File: config.mk
export PLATFORM = sky130hd
export DESIGN_NAME = ps2_host_tx
export DESIGN_NICKNAME = d
export VERILOG_FILES = /design/src/rtl/ps2_host_tx.sv
export SDC_FILE = /design/constraint.sdc
export NUM_CORES = 1
export LEC_CHECK = 0
export ABC_CLOCK_PERIOD_IN_PS = 5100
export CORE_AREA = 2 2 111 81
export DETAILED_ROUTE_END_ITERATION = 8
export DIE_AREA = 0 0 113 83
export PLACE_DENSITY_LB_ADDON = 0.3
export RECOVER_POWER = 25
export SYNTH_ARGS = -nofsm -noshare
export SYNTH_HDL_FRONTEND = slang
export SYNTH_SLANG_ARGS = --single-unit
File: constraint.sdc
create_clock -name CLOCK_50 -period 5.1 [get_ports CLOCK_50]
set_input_delay 1.02 -clock CLOCK_50 [delete_from_list [all_inputs] [get_ports CLOCK_50]]
set_output_delay 1.02 -clock CLOCK_50 [all_outputs]
set_load 0.03 [all_outputs]
File: src/rtl/ps2_host_tx.sv
// ps2_host_tx: PS/2 host-to-device command transmitter.
// The CPU writes one command byte. The block inhibits the bus, requests
// to send, and shifts out the data bits, parity and stop bit on the
// device-generated clock. It then samples the device ACK.
// Both PS/2 lines are driven open-drain through registered pull-low
// enables, so the pins never glitch.
// Optional feature macro: PS2_TX_RETRY_EN. When it is defined, a NACK or
// a timeout restarts the transfer from INHIBIT, with at most 2 retries.
module ps2_host_tx #(
   parameter int unsigned INHIBIT_CYCLES = 5000,
   parameter int unsigned START_TIMEOUT  = 750000,
   parameter int unsigned XFER_TIMEOUT   = 100000,
   parameter int unsigned CNT_W          = 20
) (
   input  logic       CLOCK_50,
   input  logic       reset,
   input  logic       wenable,
   input  logic [7:0] wdata,
   input  logic       ps2_clk_in,
   input  logic       ps2_dat_in,
   output logic       ps2_clk_oe,
   output logic       ps2_dat_oe,
   output logic       busy,
   output logic       done,
   output logic [1:0] status,
   output logic       irq,
   input  logic       reset_irq
);

   localparam logic [CNT_W-1:0] INH_LAST  = CNT_W'(INHIBIT_CYCLES - 1);
   localparam logic [CNT_W-1:0] START_TO  = CNT_W'(START_TIMEOUT);
   localparam logic [CNT_W-1:0] XFER_TO   = CNT_W'(XFER_TIMEOUT);
   localparam logic [CNT_W-1:0] TIMER_MAX = '1;

   localparam logic [1:0] ST_OK       = 2'b00;
   localparam logic [1:0] ST_NACK     = 2'b01;
   localparam logic [1:0] ST_START_TO = 2'b10;
   localparam logic [1:0] ST_XFER_TO  = 2'b11;

   typedef enum logic [3:0] {
      S_IDLE,
      S_INHIBIT,
      S_REQ,
      S_WAIT_CLK,
      S_SHIFT,
      S_ACK,
      S_WAIT_IDLE,
      S_DONE,
      S_FAIL
   } state_t;

   state_t           state_q, state_d;
   logic [CNT_W-1:0] timer_q, timer_d, timer_inc;
   logic [7:0]       byte_q, byte_d;
   logic             parity_q, parity_d;
   logic [8:0]       shift_q, shift_d;
   logic [3:0]       bit_idx_q, bit_idx_d;
   logic             clk_oe_q, clk_oe_d;
   logic             dat_oe_q, dat_oe_d;
   logic             busy_q, busy_d;
   logic             done_q, done_d;
   logic [1:0]       status_q, status_d;
   logic             irq_q, irq_d;
`ifdef PS2_TX_RETRY_EN
   logic [1:0]       retry_q, retry_d;
`endif

   // Synchronizer stages and the previous synced clock for edge detection.
   logic clk_meta_q, clk_sync_q, clk_prev_q;
   logic dat_meta_q, dat_sync_q;
   logic clk_fall;
   logic fail_hit;
   logic [1:0] fail_code;

   // Two-flop synchronizers on both raw pins plus a delayed copy of the synced clock.
   always_ff @(posedge CLOCK_50 or posedge reset) begin
      if (reset) begin
         clk_meta_q <= 1'b0;
         clk_sync_q <= 1'b0;
         clk_prev_q <= 1'b0;
         dat_meta_q <= 1'b0;
         dat_sync_q <= 1'b0;
      end else begin
         clk_meta_q <= ps2_clk_in;
         clk_sync_q <= clk_meta_q;
         clk_prev_q <= clk_sync_q;
         dat_meta_q <= ps2_dat_in;
         dat_sync_q <= dat_meta_q;
      end
   end

   // A single-cycle falling-edge flag. Each device clock edge can only be counted once.
   assign clk_fall  = clk_prev_q & ~clk_sync_q;
   // The timer saturates so that a stuck bus can never wrap back under a timeout.
   assign timer_inc = (timer_q == TIMER_MAX) ? timer_q : timer_q + 1'b1;

   // Next-state logic and datapath updates. Every registered output is computed here.
   always_comb begin
      state_d   = state_q;
      timer_d   = timer_q;
      byte_d    = byte_q;
      parity_d  = parity_q;
      shift_d   = shift_q;
      bit_idx_d = bit_idx_q;
      clk_oe_d  = clk_oe_q;
      dat_oe_d  = dat_oe_q;
      busy_d    = busy_q;
      done_d    = 1'b0;
      status_d  = status_q;
      fail_hit  = 1'b0;
      fail_code = ST_OK;
`ifdef PS2_TX_RETRY_EN
      retry_d   = retry_q;
`endif

      case (state_q)
         S_IDLE: begin
            if (wenable) begin
               byte_d    = wdata;
               parity_d  = ~^wdata;
               busy_d    = 1'b1;
               clk_oe_d  = 1'b1;
               dat_oe_d  = 1'b0;
               timer_d   = '0;
               state_d   = S_INHIBIT;
`ifdef PS2_TX_RETRY_EN
               retry_d   = 2'd0;
`endif
            end
         end

         // Hold the clock low. Edges seen here come from our own pull-down and are ignored.
         S_INHIBIT: begin
            timer_d = timer_inc;
            if (timer_q >= INH_LAST) begin
               clk_oe_d = 1'b0;
               dat_oe_d = 1'b1;
               state_d  = S_REQ;
            end
         end

         // The start bit is on the line and the clock has been released. Load the frame.
         S_REQ: begin
            timer_d = '0;
            shift_d = {parity_q, byte_q};
            state_d = S_WAIT_CLK;
         end

         S_WAIT_CLK: begin
            timer_d = timer_inc;
            if (clk_fall) begin
               dat_oe_d  = ~shift_q[0];
               shift_d   = {1'b1, shift_q[8:1]};
               bit_idx_d = 4'd1;
               timer_d   = '0;
               state_d   = S_SHIFT;
            end else if (timer_q >= START_TO) begin
               fail_hit  = 1'b1;
               fail_code = ST_START_TO;
            end
         end

         // Edges 2..9 put data bits 1..7 and then parity on the line. Edge 10 releases data for the stop bit.
         S_SHIFT: begin
            timer_d = timer_inc;
            if (timer_q >= XFER_TO) begin
               fail_hit  = 1'b1;
               fail_code = ST_XFER_TO;
            end else if (clk_fall) begin
               if (bit_idx_q == 4'd9) begin
                  dat_oe_d = 1'b0;
                  state_d  = S_ACK;
               end else begin
                  dat_oe_d  = ~shift_q[0];
                  shift_d   = {1'b1, shift_q[8:1]};
                  bit_idx_d = bit_idx_q + 4'd1;
               end
            end
         end

         S_ACK: begin
            timer_d = timer_inc;
            if (timer_q >= XFER_TO) begin
               fail_hit  = 1'b1;
               fail_code = ST_XFER_TO;
            end else if (clk_fall) begin
               if (!dat_sync_q) begin
                  status_d = ST_OK;
                  state_d  = S_WAIT_IDLE;
               end else begin
                  fail_hit  = 1'b1;
                  fail_code = ST_NACK;
               end
            end
         end

         S_WAIT_IDLE: begin
            if (clk_sync_q && dat_sync_q) begin
               done_d  = 1'b1;
               state_d = S_DONE;
            end
         end

         // One-cycle done states. busy drops on the following cycle.
         S_DONE, S_FAIL: begin
            busy_d  = 1'b0;
            state_d = S_IDLE;
         end

         default: begin
            state_d  = S_IDLE;
            busy_d   = 1'b0;
            clk_oe_d = 1'b0;
            dat_oe_d = 1'b0;
         end
      endcase

      // Any failure releases the bus. It either retries or finishes at once.
      if (fail_hit) begin
         clk_oe_d = 1'b0;
         dat_oe_d = 1'b0;
`ifdef PS2_TX_RETRY_EN
         if (retry_q < 2'd2) begin
            retry_d  = retry_q + 2'd1;
            clk_oe_d = 1'b1;
            timer_d  = '0;
            state_d  = S_INHIBIT;
         end else begin
            status_d = fail_code;
            done_d   = 1'b1;
            state_d  = S_FAIL;
         end
`else
         status_d = fail_code;
         done_d   = 1'b1;
         state_d  = S_FAIL;
`endif
      end
   end

   // irq rises on the same edge as done. A simultaneous clear loses to the set.
   assign irq_d = done_d | (irq_q & ~reset_irq);

   // State and datapath registers. The asynchronous reset releases both lines immediately.
   always_ff @(posedge CLOCK_50 or posedge reset) begin
      if (reset) begin
         state_q   <= S_IDLE;
         timer_q   <= '0;
         byte_q    <= 8'h00;
         parity_q  <= 1'b0;
         shift_q   <= 9'h000;
         bit_idx_q <= 4'd0;
         clk_oe_q  <= 1'b0;
         dat_oe_q  <= 1'b0;
         busy_q    <= 1'b0;
         done_q    <= 1'b0;
         status_q  <= 2'b00;
         irq_q     <= 1'b0;
`ifdef PS2_TX_RETRY_EN
         retry_q   <= 2'd0;
`endif
      end else begin
         state_q   <= state_d;
         timer_q   <= timer_d;
         byte_q    <= byte_d;
         parity_q  <= parity_d;
         shift_q   <= shift_d;
         bit_idx_q <= bit_idx_d;
         clk_oe_q  <= clk_oe_d;
         dat_oe_q  <= dat_oe_d;
         busy_q    <= busy_d;
         done_q    <= done_d;
         status_q  <= status_d;
         irq_q     <= irq_d;
`ifdef PS2_TX_RETRY_EN
         retry_q   <= retry_d;
`endif
      end
   end

   assign ps2_clk_oe = clk_oe_q;
   assign ps2_dat_oe = dat_oe_q;
   assign busy       = busy_q;
   assign done       = done_q;
   assign status     = status_q;
   assign irq        = irq_q;

endmodule

Yosys cells after proc, flatten, opt, wreduce, memory -nomap -nowiden
Cells that the tools add are included.
{"block": "word_totals", "ff_bits": 58, "inputBits": 14, "output_inout_bits": 7}
{"block": "op_classes", "add_sub_neg": 2, "magnitude_cmp": 3, "n_eq_ne": 29, "muxes": 61, "bitwise": 7, "reduce_logical": 21}
{"cell": "$pmux W20 S4", "n": 1}
{"cell": "$mux W20", "n": 3}
{"cell": "$mux W4", "n": 15}
{"cell": "$mux W9", "n": 4}
{"cell": "$ne A3 B3 Y1 const B", "n": 10}
{"cell": "$pmux W4 S7", "n": 1}
{"cell": "$pmux W9 S3", "n": 1}
{"cell": "$mux W1", "n": 21}
{"cell": "$add A20 B1 Y20 const B", "n": 1}
{"cell": "$eq A20 B20 Y1 const B", "n": 1}
{"cell": "$ge A20 B13 Y1 const B", "n": 1}
{"cell": "$ge A20 B17 Y1 const B", "n": 1}
{"cell": "$ge A20 B20 Y1 const B", "n": 1}
{"cell": "$mux W2", "n": 9}
{"cell": "$eq A4 B3 Y1 const B", "n": 4}
{"cell": "$ne A2 B2 Y1 const B", "n": 6}
{"cell": "$reduce_and A10 Y1", "n": 1}
{"cell": "$reduce_and A5 Y1", "n": 2}
{"cell": "$eq A4 B2 Y1 const B", "n": 2}
{"cell": "$eq A4 B4 Y1 const B", "n": 2}
{"cell": "$pmux W4 S2", "n": 1}
{"cell": "$reduce_xnor A8 Y1", "n": 1}
{"cell": "$reduce_or A7 Y1", "n": 1}
{"cell": "$ne A2 B1 Y1 const B", "n": 3}
{"cell": "other kinds (21)", "n": 30}

Logic depth before layout (Yosys ltp)
{"block": "depth", "ltp_word": 7, "mapped_depth": 9, "depth_no_buf": 8}

Least setup slack after synthesis
No wires, ideal clock.
{"block": "synth_path", "path_kind": "input port to flip-flop", "from": "input wenable", "to": "register state_q[1]", "setup_time_ns": 0.122, "arrival_time_ns": 2.159, "t_required_ns": 4.978, "path_slack_ns": 2.820, "path_stages": 6, "n_path_buf": 0, "cell_sequence": "or3_1 -> a211oi_1 -> a2111oi_4 -> nand3_2 -> or2_0 -> a32o_1"}
{"block": "synth_via", "elab_chain_len": 2}
{"item": "start: declaration", "line": "17", "text": "input logic wenable,"}
{"item": "$ne A3 B3 Y1 (no line)"}
{"item": "$reduce_and A10 Y1 (no line)"}
{"item": "end signal: assignment", "line": "263", "text": "state_q <= state_d;"}
{"item": "end: declaration", "line": "52", "text": "state_t state_q, state_d;"}
Every way passes these cells.
A chain may end at the register's enable or synchronous reset.

Worst setup path after layout
{"block": "layout_path", "from": "input wenable", "to": "register timer_q[7]"}
{"block": "layout_via", "elab_chain_len": 2}
{"item": "$ne A2 B2 Y1 (no line)"}
{"item": "$reduce_and A2 Y1 (no line)"}
{"item": "end signal: assignment", "line": "264", "text": "timer_q <= timer_d;"}
{"item": "end: declaration", "line": "53", "text": "logic [CNT_W-1:0] timer_q, timer_d, timer_inc;"}
Every way passes these cells.

==> metrics.md <==
| Metric | Value |
|---|---|
| Outcome | completed |
| Tot GR Track Use | 16.2% |
| Non-filler cells in the finished layout | 465 |
| Clk root buf | clkbuf_16 |
| Netlist Area Pre-Place | 3240 um2 |
| Leakage | 1.60 nW |
| CP max FO | 11 |
| Postcts setup bufs | 0 |
| Worst Tran Pin Value | 956 ps |
| Worst VDD drop | 0.000274 V |
| Pin count of the biggest net entering global routing | 59 |
| Die area | 9380 um2 |
| Met3 wire len | 396 um |
| Rows | 28 |
| CP required | 5310 ps |
| I/O pins | 21 |
| Ys async rst share | 100% |
| Count of pins over their slew limit | 0 |
| Final period utilization | 56.9% |
| Vias | 2571 |
| Top routing layer used | met4 |
| Slew headroom | 35.9% |
| Mux cell area share after synthesis | 5.86% |
| Fin. Hold Viols | 0 |
| Post-route ant nets | 0 |
| Max clock buf depth | 2 |
| Number of hold buffers added after cts | 0 |
| Power Density | 560 nW/um2 |
| Leading post-synthesis cells by cell area | dfrtp_1, nor2_1, nand2_1 |
| Share of the synthesized area in the top cell type | 44.7% |
| Ant. Diodes | 0 |
| Simple-Gate Fraction of Synth Area | 22.9% |
| DRC viols | 0 |
| Area Overhead vs Synth | 17.3% |
| Post-synthesis compound-gate area fraction | 16.0% |
| Clk_lat worst skew | 320 ps |
| Starting DRT DRC Count | 221 |
| Cts repair resizes | 0 |
| First-pass GRT wire length | 12100 um |
| Skew final | 6.96 ps |
| Post-route minimum period | 2900 ps |
| Commonest non-fill, non-tap cells in the layout | dfrtp_1, nor2_1, nand2_1 |
| Nature of the critical path endpoint | flop |
| Filler cells | 771 |
| Clock Pin Slew Worst Setup and Hold Paths | 50 ps |
| Via-to-Cell Ratio | 5.53 |
| Clock sink total | 58 |
| Placed Cells | 449 |
| Routed WL | 6990 um |
| Cell accounting for the most synthesized area | dfrtp_1 |
| Post-Syn Nets | 359 |
| Buffers on Ports | 20 |
| Nets | 373 |
| Core area | 8270 um2 |
| Adder-Cell Fraction of Synth Area | 1.54% |
| Setup TNS | 0 ps |
| Worst Setup Start Kind | input port |
| Hpwl dp | 5000 um |
| CTS tree | built |
| Yosys reg bits | 58 |
| Number of synthesized flops with an enable pin | 0 |
| Critical path class | input port to flop |
| Synth Warn # | 0 |
| Initial Utilization | 39.2% |
| WL/cell | 15.0 um |
| Setup WS pre-CTS | 1930 ps |
| Die height | 83 um |
| Final core occ | 46.0% |
| Vias in the first global route | 2419 |
| Endpoints failing setup | 0 |
| Number of buffers created by CTS | 9 |
| Main combinational cell family by area after synthesis | simple AND/OR/NAND/NOR gates |
| Achievable frequency | 345 MHz |
| Area occupied by multi-input gates | 1660 um2 |
| Crit path arrival time | 3110 ps |
| Reg2reg path depth | 5 |
| Hold Crit Class | flop to flop |
| H-Tree Depth | 3 |
| Most common cell after layout, fill and taps aside | dfrtp_1 |
| Post-synthesis average cell area | 9.51 um2 |
| Post-Synth XOR/XNOR Area | 4.86% |
| Register area share after synthesis | 44.7% |
| Final instance area | 3810 um2 |
| GPL Wtd Cong | 0.839 |
| Wl on met1 | 3630 um |
| Proportion of layout cells with a drive suffix above 1 | 10.6% |
| Mapped Cells | 341 |
| Register area | 1450 um2 |
| Placed cell area | 3490 um2 |
| DIE WIDTH | 113 um |
| Synth Flop Type | dfrtp_1 |
| Detailed-routed wire length on met2 | 2870 um |
| RSZ-0062 raised after global routing | no |
| Max Cap Viol | 0 |
| Distinct cells, synth | 61 |
| Grt ovf | 0 |
| PnR worst setup slack | 2200 ps |
| DRT Pass-1 Iters | 5 |
| Worst hold path stage count | 0 |
| Initial antenna violation count | 0 |
==> power breakdown <==
part	switching (mW)	internal [mW]	leakage [nW]
clock	0.198	0.438	0.156
sequential	0.135	0.585	0.747
combinational	0.449	0.327	0.694
==> layout make-up <==
type	instances	area share, %
Sequential cell	58	38.1
Multi-Input combinational cell	256	43.7
Timing Repair Buffer	21	5.46
Tap cell	105	3.45
Clock inverter	5	2.04
Clock buffer	11	6.38
Inverter	9	0.888
==> Yosys cell counts (3+ instances only) <==
| master | number |
|---|---|
| dfrtp_1 | 58 |
| nor2_1 | 33 |
| nand2_1 | 30 |
| nand3_1 | 18 |
| o21ai_0 | 17 |
| a21oi_1 | 16 |
| o21ai_1 | 11 |
| mux2i_1 | 10 |
| nand4_1 | 10 |
| xnor2_1 | 10 |
| buf_2 | 9 |
| inv_1 | 8 |
| mux2_2 | 8 |
| xor2_1 | 8 |
| nor3_1 | 7 |
| a31oi_1 | 6 |
| clkbuf_1 | 6 |
| nand2b_1 | 5 |
| a211oi_1 | 4 |
| and3_1 | 4 |
| and4_1 | 4 |
| ha_1 | 4 |
| nor2b_1 | 4 |
| and2_1 | 3 |
| nand3b_1 | 3 |
==> layer usage <==
| metal | up-vias | track usage (%) |
|---|---|---|
| met5 | - | 0 |
| met3 | 7 | 4.16 |
| met2 | 77 | 21.4 |
| met1 | 1227 | 25.1 |
| li1 | 1260 | - |
| met4 | 0 | 5.88 |
==> sequential cells by signal, summed over array words and instances (netlist names), 2 cells and up <==
name       cells
state_q        4
shift_q        9
timer_q       20
bit_idx_q      4
status         2
byte_q         8
==> logic make-up (layout without fill, tap and decap cells) <==
logic type,count (synthesis),count (layout)
muxes,18,18
adders and majority gates,4,4
AOI/OAI and AO/OA,78,78
xor gates and xnor gates,18,18
and+or+nand+nor,138,138
buffers and inverters,27,46
DFF,58,58
==> final timing paths <==
kind / from / endpoint / slack, ps
max reg2reg: state_q[2] / bit_idx_q[3] / 2400
max: wenable / timer_q[7] / 2200
min in group asynchronous: reset / timer_q[0] / 1350
min reg2reg: clk_meta_q / clk_sync_q / 350
max in group asynchronous: reset / byte_q[4] / 3280
min: clk_meta_q / clk_sync_q / 350
==> worst max-delay path, stage by stage <==
cell	delay [ps]
dlygate4sd3_1	650
o41ai_2	160
a31oi_1	760
nand4_1	200
xnor2_1	160
and2_1	150
==> metrics by stage <==
step	hold slack (ps)	total power [mW]
2_1_floorplan	331	1.34
6_report	349	2.13
4_1_cts	353	2.15
5_1_grt	356	2.29
3_3_place_gp	334	1.47
3_5_place_dp	341	1.50
(Power assumes the default switching activity.)
